===== src/rtl/jtkunio_ram_arb.sv =====
// jtkunio_ram_arb
// The main 6502 bus and the character tile fetcher share one port of the
// 8kB work/char RAM. Char VRAM is the top 2kB of the same chips. Each
// requester sends a one-cycle req strobe. The block runs one RAM access at
// a time through a small IDLE -> ACC -> DONE sequence.
//
// Handshake: a req strobe is a one-cycle pulse, and there is no ready signal
// back to the requester. The strobe always lands in that requester's capture
// slot. A newer strobe overwrites a slot that is waiting and not yet granted.
// The slot is copied into the RAM-side registers at grant time, so a strobe
// that arrives during service is kept as pending and served next.
// Completion: cpu_ok is a level that stays high until the next cpu_req.
// vid_ok is a one-cycle pulse that marks vid_data valid.

module jtkunio_ram_arb #(
    parameter logic [12:0] VRAM_BASE = 13'h1800,
    parameter int unsigned RD_LAT    = 1,
    parameter bit          VID_PRIO  = 1'b1
) (
    input  logic        clk,
    input  logic        rst_n,
    input  logic        cpu_req,
    input  logic        cpu_rnw,
    input  logic [12:0] cpu_addr,
    input  logic [7:0]  cpu_dout,
    output logic [7:0]  cpu_din,
    output logic        cpu_ok,
    input  logic        vid_req,
    input  logic [10:0] vid_addr,
    output logic [7:0]  vid_data,
    output logic        vid_ok,
    output logic [12:0] ram_addr,
    output logic [7:0]  ram_din,
    output logic        ram_we,
    input  logic [7:0]  ram_dout
);

    localparam logic [1:0] ST_IDLE = 2'd0;
    localparam logic [1:0] ST_ACC  = 2'd1;
    localparam logic [1:0] ST_DONE = 2'd2;

    // Read wait in ACC, counted in cycles after the address is presented.
    localparam logic [1:0] LAT = RD_LAT[1:0];

    logic [1:0]  state;
    logic [1:0]  wait_cnt;

    // Capture slots
    logic        cpu_pend;
    logic        cpu_rnw_q;
    logic [12:0] cpu_addr_q;
    logic [7:0]  cpu_dout_q;
    logic        vid_pend;
    logic [10:0] vid_addr_q;

    // Access in flight
    logic        act_vid;
    logic        act_rnw;

    // 1 = video was the last requester served
    logic        last_vid;

    logic        grant_vid;
    logic [12:0] vid_ram_addr;

    // Pick the winner of the next grant. When both are pending, fixed
    // priority hands the port to video. Round-robin hands it to whichever
    // requester was not served last.
    always_comb begin
        grant_vid = 1'b0;
        if (vid_pend) begin
            if (!cpu_pend)
                grant_vid = 1'b1;
            else if (VID_PRIO)
                grant_vid = 1'b1;
            else
                grant_vid = !last_vid;
        end
    end

    // The video offset wraps inside the 13-bit RAM space, with no carry out.
    always_comb begin
        vid_ram_addr = VRAM_BASE + {2'b00, vid_addr_q};
    end

    // Run the access sequencer, the capture slots and the completion outputs.
    always_ff @(posedge clk or negedge rst_n) begin
        if (!rst_n) begin
            state      <= ST_IDLE;
            wait_cnt   <= 2'd0;
            cpu_pend   <= 1'b0;
            cpu_rnw_q  <= 1'b0;
            cpu_addr_q <= 13'd0;
            cpu_dout_q <= 8'd0;
            vid_pend   <= 1'b0;
            vid_addr_q <= 11'd0;
            act_vid    <= 1'b0;
            act_rnw    <= 1'b0;
            last_vid   <= 1'b1;
            cpu_din    <= 8'd0;
            cpu_ok     <= 1'b1;
            vid_data   <= 8'd0;
            vid_ok     <= 1'b0;
            ram_addr   <= 13'd0;
            ram_din    <= 8'd0;
            ram_we     <= 1'b0;
        end else begin
            vid_ok <= 1'b0;
            ram_we <= 1'b0;

            case (state)
                ST_IDLE: begin
                    if (cpu_pend || vid_pend) begin
                        act_vid  <= grant_vid;
                        wait_cnt <= 2'd0;
                        state    <= ST_ACC;
                        if (grant_vid) begin
                            // Video is read-only, so there is no write strobe.
                            ram_addr <= vid_ram_addr;
                            act_rnw  <= 1'b1;
                            vid_pend <= 1'b0;
                        end else begin
                            ram_addr <= cpu_addr_q;
                            ram_din  <= cpu_dout_q;
                            ram_we   <= !cpu_rnw_q;
                            act_rnw  <= cpu_rnw_q;
                            cpu_pend <= 1'b0;
                        end
                    end
                end
                ST_ACC: begin
                    // A write needs only its single strobe cycle. A read
                    // holds the address until the RAM data is valid.
                    if (!act_rnw || wait_cnt == LAT)
                        state <= ST_DONE;
                    else
                        wait_cnt <= wait_cnt + 2'd1;
                end
                ST_DONE: begin
                    if (act_vid) begin
                        vid_data <= ram_dout;
                        vid_ok   <= 1'b1;
                    end else begin
                        if (act_rnw)
                            cpu_din <= ram_dout;
                        cpu_ok <= 1'b1;
                    end
                    last_vid <= act_vid;
                    state    <= ST_IDLE;
                end
                default: state <= ST_IDLE;
            endcase

            // Strobes are captured last, so they override a grant-time
            // pend clear and a same-edge cpu_ok set.
            if (cpu_req) begin
                cpu_pend   <= 1'b1;
                cpu_rnw_q  <= cpu_rnw;
                cpu_addr_q <= cpu_addr;
                cpu_dout_q <= cpu_dout;
                cpu_ok     <= 1'b0;
            end
            if (vid_req) begin
                vid_pend   <= 1'b1;
                vid_addr_q <= vid_addr;
            end
        end
    end

endmodule

===== config.mk =====
export PLATFORM = sky130hd
export DESIGN_NAME = jtkunio_ram_arb
export DESIGN_NICKNAME = d
export VERILOG_FILES = /design/src/rtl/jtkunio_ram_arb.sv
export SDC_FILE = /design/constraint.sdc
export NUM_CORES = 1
export LEC_CHECK = 0
export ABC_AREA = 0
export CAP_MARGIN = 20
export CORE_UTILIZATION = 43
export CTS_CLUSTER_SIZE = 20
export DETAILED_ROUTE_END_ITERATION = 6
export GPL_TIMING_DRIVEN = 0
export PLACE_DENSITY = 0.75
export SYNTH_ARGS = -nofsm -noshare
export SYNTH_HDL_FRONTEND = slang
export SYNTH_SLANG_ARGS = --single-unit

===== constraint.sdc =====
create_clock -name clk -period 1.4 [get_ports clk]
set_clock_uncertainty 0.15 [all_clocks]
set_input_delay 0.21 -clock clk [delete_from_list [all_inputs] [get_ports clk]]
set_output_delay 0.21 -clock clk [all_outputs]
set_load 0.005 [all_outputs]

== Word-level counts from Yosys, hierarchy flattened ==
Index checks and enable logic that the tools add are counted.

* Register bits: 81
* Input port bits: 45
* Output and inout port bits: 40

* Add/subtract/negate cells: 2
* Equality and inequality tests: 8
* Mux-type cells: 25
* Bitwise logic cells: 2
* Reductions and logical operators: 21

{| class="wikitable"
|+ Operators with widths
! cell !! number
|-
| 1-bit 2-to-1 mux || 18
|-
| 3-bit AND reduction || 5
|-
| 2-bit nonzero test || 7
|-
| 12-bit by 12-bit adder with 13-bit output, first input constant || 1
|-
| 13-bit 2-to-1 mux || 1
|-
| 2-bit != test, second input constant || 5
|-
| 2-bit 2-to-1 mux || 4
|-
| 2-bit one-hot mux with 2 select lines || 2
|-
| 2-bit AND reduction || 4
|-
| 2-bit by 1-bit equality test with 1-bit output, second input constant || 2
|-
| 2-bit by 1-bit adder with 2-bit output, second input constant || 1
|-
| 2-bit equality test, second input constant || 1
|-
| 1-bit logical NOT || 2
|-
| 2-bit logical NOT || 1
|-
| 1-bit logical OR || 2
|-
| 1-bit NOT || 2
|}

== Depth between registers and ports, before layout ==
* Word-level depth: 5
* Gate-level depth with buffers: 5
* Depth with buffers taken out: 5

== Worst setup path before layout ==
Ideal clock, no wire load.

* Path kind: flip-flop to flip-flop
* Start: register state[0]
* End: register cpu_din[0]
* Data arrival time: 1,221 ps
* Data required time: 1,125 ps
* Setup slack: -96 ps
* Stages on the path, launching flop included: 5
* Buffers on the path: 1
* Cells stage by stage: dfrtp_1 -> nor3b_2 -> and2_4 -> buf_12 -> mux2_4

* Cells in the longest elaborated chain, start to end: 2

{| class="wikitable"
|+ Ends and longest elaborated chain
! element !! RTL line !! source
|-
| start: declaration || 45 || <nowiki>logic [1:0] state;</nowiki>
|-
| start signal: assignment || 89 || <nowiki>state <= ST_IDLE;</nowiki>
|-
| start signal: assignment || 116 || <nowiki>state <= ST_ACC;</nowiki>
|-
| start signal: assignment || 135 || <nowiki>state <= ST_DONE;</nowiki>
|-
| 2-bit equality test || 111 || <nowiki>case (state)</nowiki>
|-
| 3-bit AND reduction (no line) || n/a ||
|-
| end signal: assignment || 145 || <nowiki>cpu_din <= ram_dout;</nowiki>
|-
| end: declaration || 26 || <nowiki>output logic [7:0] cpu_din,</nowiki>
|}

No other way between the ends.
A chain may end at the register's enable or synchronous reset.

== Final worst setup path ==
* Start: register state[0]
* End: register cpu_din[4]

Same word-level chain as after synthesis.

==> summary.txt <==
Run status
  • Status: finished with violations
  • Failing checks: negative setup slack

Setup path
  • R2R depth: 3
  • Worst EP arrival: 1.59 ns
  • CP startpoint kind: register
  • Worst setup path endpoint: cpu_din[4]
  • Worst Path Max Fanout: 8
  • Reg2reg start: state[0]
  • CP startpoint: state[0]
  • Worst reg2reg endpoint: cpu_din[4]
  • Worst EP required: between 1 and 1.5 ns
  • Flop-to-flop setup slack: -0.11 ns
  • Setup crit end kind: register
  • Critical path class: reg -> reg

Synthesis
  • Distinct cells, synth: 30
  • Post-Syn Nets: 260
  • Synth top area share: a little over 60%
  • Cell taking the most area after synthesis: dfrtp_1
  • Mapped Cells: between 200 and 250
  • Register area share after synthesis: between 60% and 70%
  • Flops & latches, synth: 81
  • Yosys warning count: 0
  • Synth area leaders: dfrtp_1 62%, mux2_2 17%, a21oi_1 3.7%
  • Syn avg cell area: around 15 µm²
  • Mapped Area: ~3200 µm²

Drt
  • Post-route ant nets: 0
  • Vias: 2120
  • Routed wire length: 6500 µm
  • DR iter-0 viols: 98
  • Avg WL per Cell: approximately 15 µm
  • Drt drc: 0
  • Drt first pass iters: 3
  • Vias/cell: ~4.8

Timing
  • Setup violators final: 27
  • Worst slew pin tran: approximately 0.31 ns
  • RSZ-0062 raised after global routing: yes
  • Fin. max-slew vios: 0
  • Setup ws final: -0.109 ns
  • Fin crit share: 108%
  • Hold Slack: about 0.14 ns
  • Final TNS setup: -1.83 ns
  • Worst slew margin: around four fifths
  • Final hold viol count: 0
  • Min Tclk post-route: 1.51 ns
  • Peak Freq: 0.663 GHz

Clocking
  • Total CTS buffers: 9
  • Clock sinks: 81
  • Worst-case clock buffer depth: 2
  • TritonCTS clock tree: yes
  • Worst skew pair latency: between 0.3 and 0.4 ns
  • H-tree Lvls: 3
  • Clk slew on worst S/H paths: approximately 0.080 ns
  • CTS root buffer: clkbuf_8

Cells and area
  • Number of fill cells: 583
  • Antenna Cells: 0
  • Layout Cells excl Fill: 438
  • Share of layout cells above drive strength 1: about two fifths
  • Area growth, synth to finish: 45.3%
  • Final nets: 380

Power and ir drop
  • Pint: 0.00612 W
  • Share of total power in combinational logic: roughly two fifths
  • Clk network pwr share: between 20 and 25%
  • Total power: 0.00860 W
  • Sw Ratio: 28.9%
  • Reg power frac: slightly above 40%
  • Power density over the cells: about 1800 nW/µm²
  • Peak VDD IR: around 0.00075 V
  • LEAKAGE: ~2.1 nW
  • Sw Pwr: 0.00248 W

Placement
  • Number of I/O port buffers: a little over 80
  • # placed instances: between 300 and 400
  • Pre-CTS setup slack: -0.275 ns
  • Routability cong.: 0.665
  • Half-perimeter wire length after placement: around 4200 µm

Global routing
  • Initial antenna violation count: 0
  • Largest net degree at the start of global routing: 62
  • First-pass GRT wire length: a little over 10000 µm
  • Gr usage total: 17.7%
  • Grt ovf: 0
  • Vias in the first global route: approximately 2200

Floorplan
  • Die area: slightly below 8000 µm²
  • Core Region: between 7000 and 8000 µm²
  • I/O Pins: 85
  • Die height: between 80 and 90 µm
  • Row count: 31
  • Die X: 88.5 µm
  • Initial Util: between 40% and 50%

Flow run
  • Max-Cap Viols: 0

Worst hold path
  • Worst min-delay path category: in -> reg
-- per-layer routing --
metal	up-vias	track usage (%)	wire [µm]	part of all wire, %
li1	999	-	-	-
met1	1060	23.1	3130	48
met2	51	28.2	2960	45
met3	10	4.10	281	4.3
met4	0	8.36	135	2.1
met5	-	0	0	0
-- state kept, by name, summed over array words and instances (netlist names) --
register    flops
cpu_addr_q     13
ram_addr       13
vid_pend        1
cpu_ok          1
ram_we          1
state           2
act_vid         1
cpu_pend        1
vid_addr_q     11
cpu_din         8
cpu_rnw_q       1
vid_ok          1
cpu_dout_q      8
ram_din         8
wait_cnt        2
vid_data        8
act_rnw         1
-- layout by cell type (no fill, tap or decap), types with 2 or more instances in the layout --
master and instances:
clkbuf_8 12, mux2i_1 12, mux2_2 49, nor3_2 2, nor2_4 2, a21oi_2 8, clkdlybuf4s15_1 4, a21oi_1 14
buf_6 4, buf_2 4, buf_4 25, mux2_4 8, a21o_1 2, or2_4 2, clkdlybuf4s50_1 42, nor2_1 5
dfrtp_2 2, inv_1 2, dfrtp_1 78, dlygate4sd2_1 35, clkbuf_1 3, a21oi_4 2
-- synthesized netlist by cell type --
library cell and count:
buf_2 6, nand3b_1 1, dfstp_2 1, mux2i_1 12, nor3_1 2, nor2b_1 1
a21oi_1 24, nor2_4 1, mux2_4 8, dfrtp_1 80, a21o_1 2, or3b_2 1
nand4bb_2 1, nor3b_2 1, clkbuf_1 1, or2_2 2, buf_1 1, mux2_2 49
buf_12 1, o21ai_0 1, nor2_1 7, o22ai_1 1, a22o_1 1, o22a_1 1
buf_4 2, nor3b_1 1, inv_1 2, nand3b_2 1, and2_4 1, ha_1 1
-- cell families (layout without fill, tap and decap cells) --
| kind of cell | Yosys count | in the layout | share of synthesized area (%) |
|---|---|---|---|
| buf+inv | 13 | 138 | 2.49 |
| simple gates | 20 | 20 | 4.32 |
| compound gates | 30 | 30 | 5.10 |
| mux | 69 | 69 | 24.6 |
| fa+ha+maj | 1 | 1 | 0.389 |
| flops | 81 | 81 | 63.1 |
-- repair_timing --
item                                    in CTS  in global routing
hold buffers                                 1                  0
hold endpoints to repair                    80                  0
setup buffers                               16                  7
gates cloned                                 1                  1
endpoints found under the setup margin      80                 44
resized for setup                           56                 22
pin swaps                                    4                  8
-- power by group through the flow --
stage                     clock network [W]  logic [W]  registers, W
after detailed placement                  0    0.00300       0.00358
after floorplan                           0    0.00141       0.00357
final                               0.00177    0.00331       0.00352
after CTS                           0.00182    0.00306       0.00351
after global routing                0.00192    0.00359       0.00362
after global placement                    0    0.00293       0.00357
-- critical path, cell delays in order (launching register included) --
cell     delay, ns
dfrtp_2       0.46
nor3b_2       0.20
and2_4        0.27
mux2_4        0.32
-- area by class of cell --
| type | count | area (µm²) | share of cell area (%) |
|---|---|---|---|
| clock buffer | 14 | 173 | 3.70 |
| clock inverter | 2 | 35.0 | 0.750 |
| sequential | 81 | 2030 | 43.5 |
| buffer | 10 | 91.3 | 1.96 |
| inverter | 2 | 7.51 | 0.161 |
| tap | 99 | 124 | 2.65 |
| timing repair buffer | 110 | 1020 | 21.9 |
| multi-input combinational | 120 | 1190 | 25.4 |
-- metrics by stage --
step	area (µm²)	util, %
floorplan	3230	-
global placement	4190	57.7
detailed placement	4210	58.1
CTS	4520	62.3
global route	4670	64.4
finish	4670	64.4
-- worst min-delay path by stage --
stage	from	endpoint	depth (start not counted)	slack (ns)
6_report	cpu_req	cpu_addr_q[1]	2	0.14
5_1_grt	cpu_req	cpu_addr_q[0]	2	0.16
4_1_cts	rst_n	vid_data[4]	2	0.14
3_5_place_dp	rst_n	cpu_din[7]	1	-0.03
3_3_place_gp	cpu_rnw_q	ram_we	1	0.30
2_1_floorplan	rst_n	act_rnw	0	-0.24
Note: power is estimated with default switching activity, not from simulation.
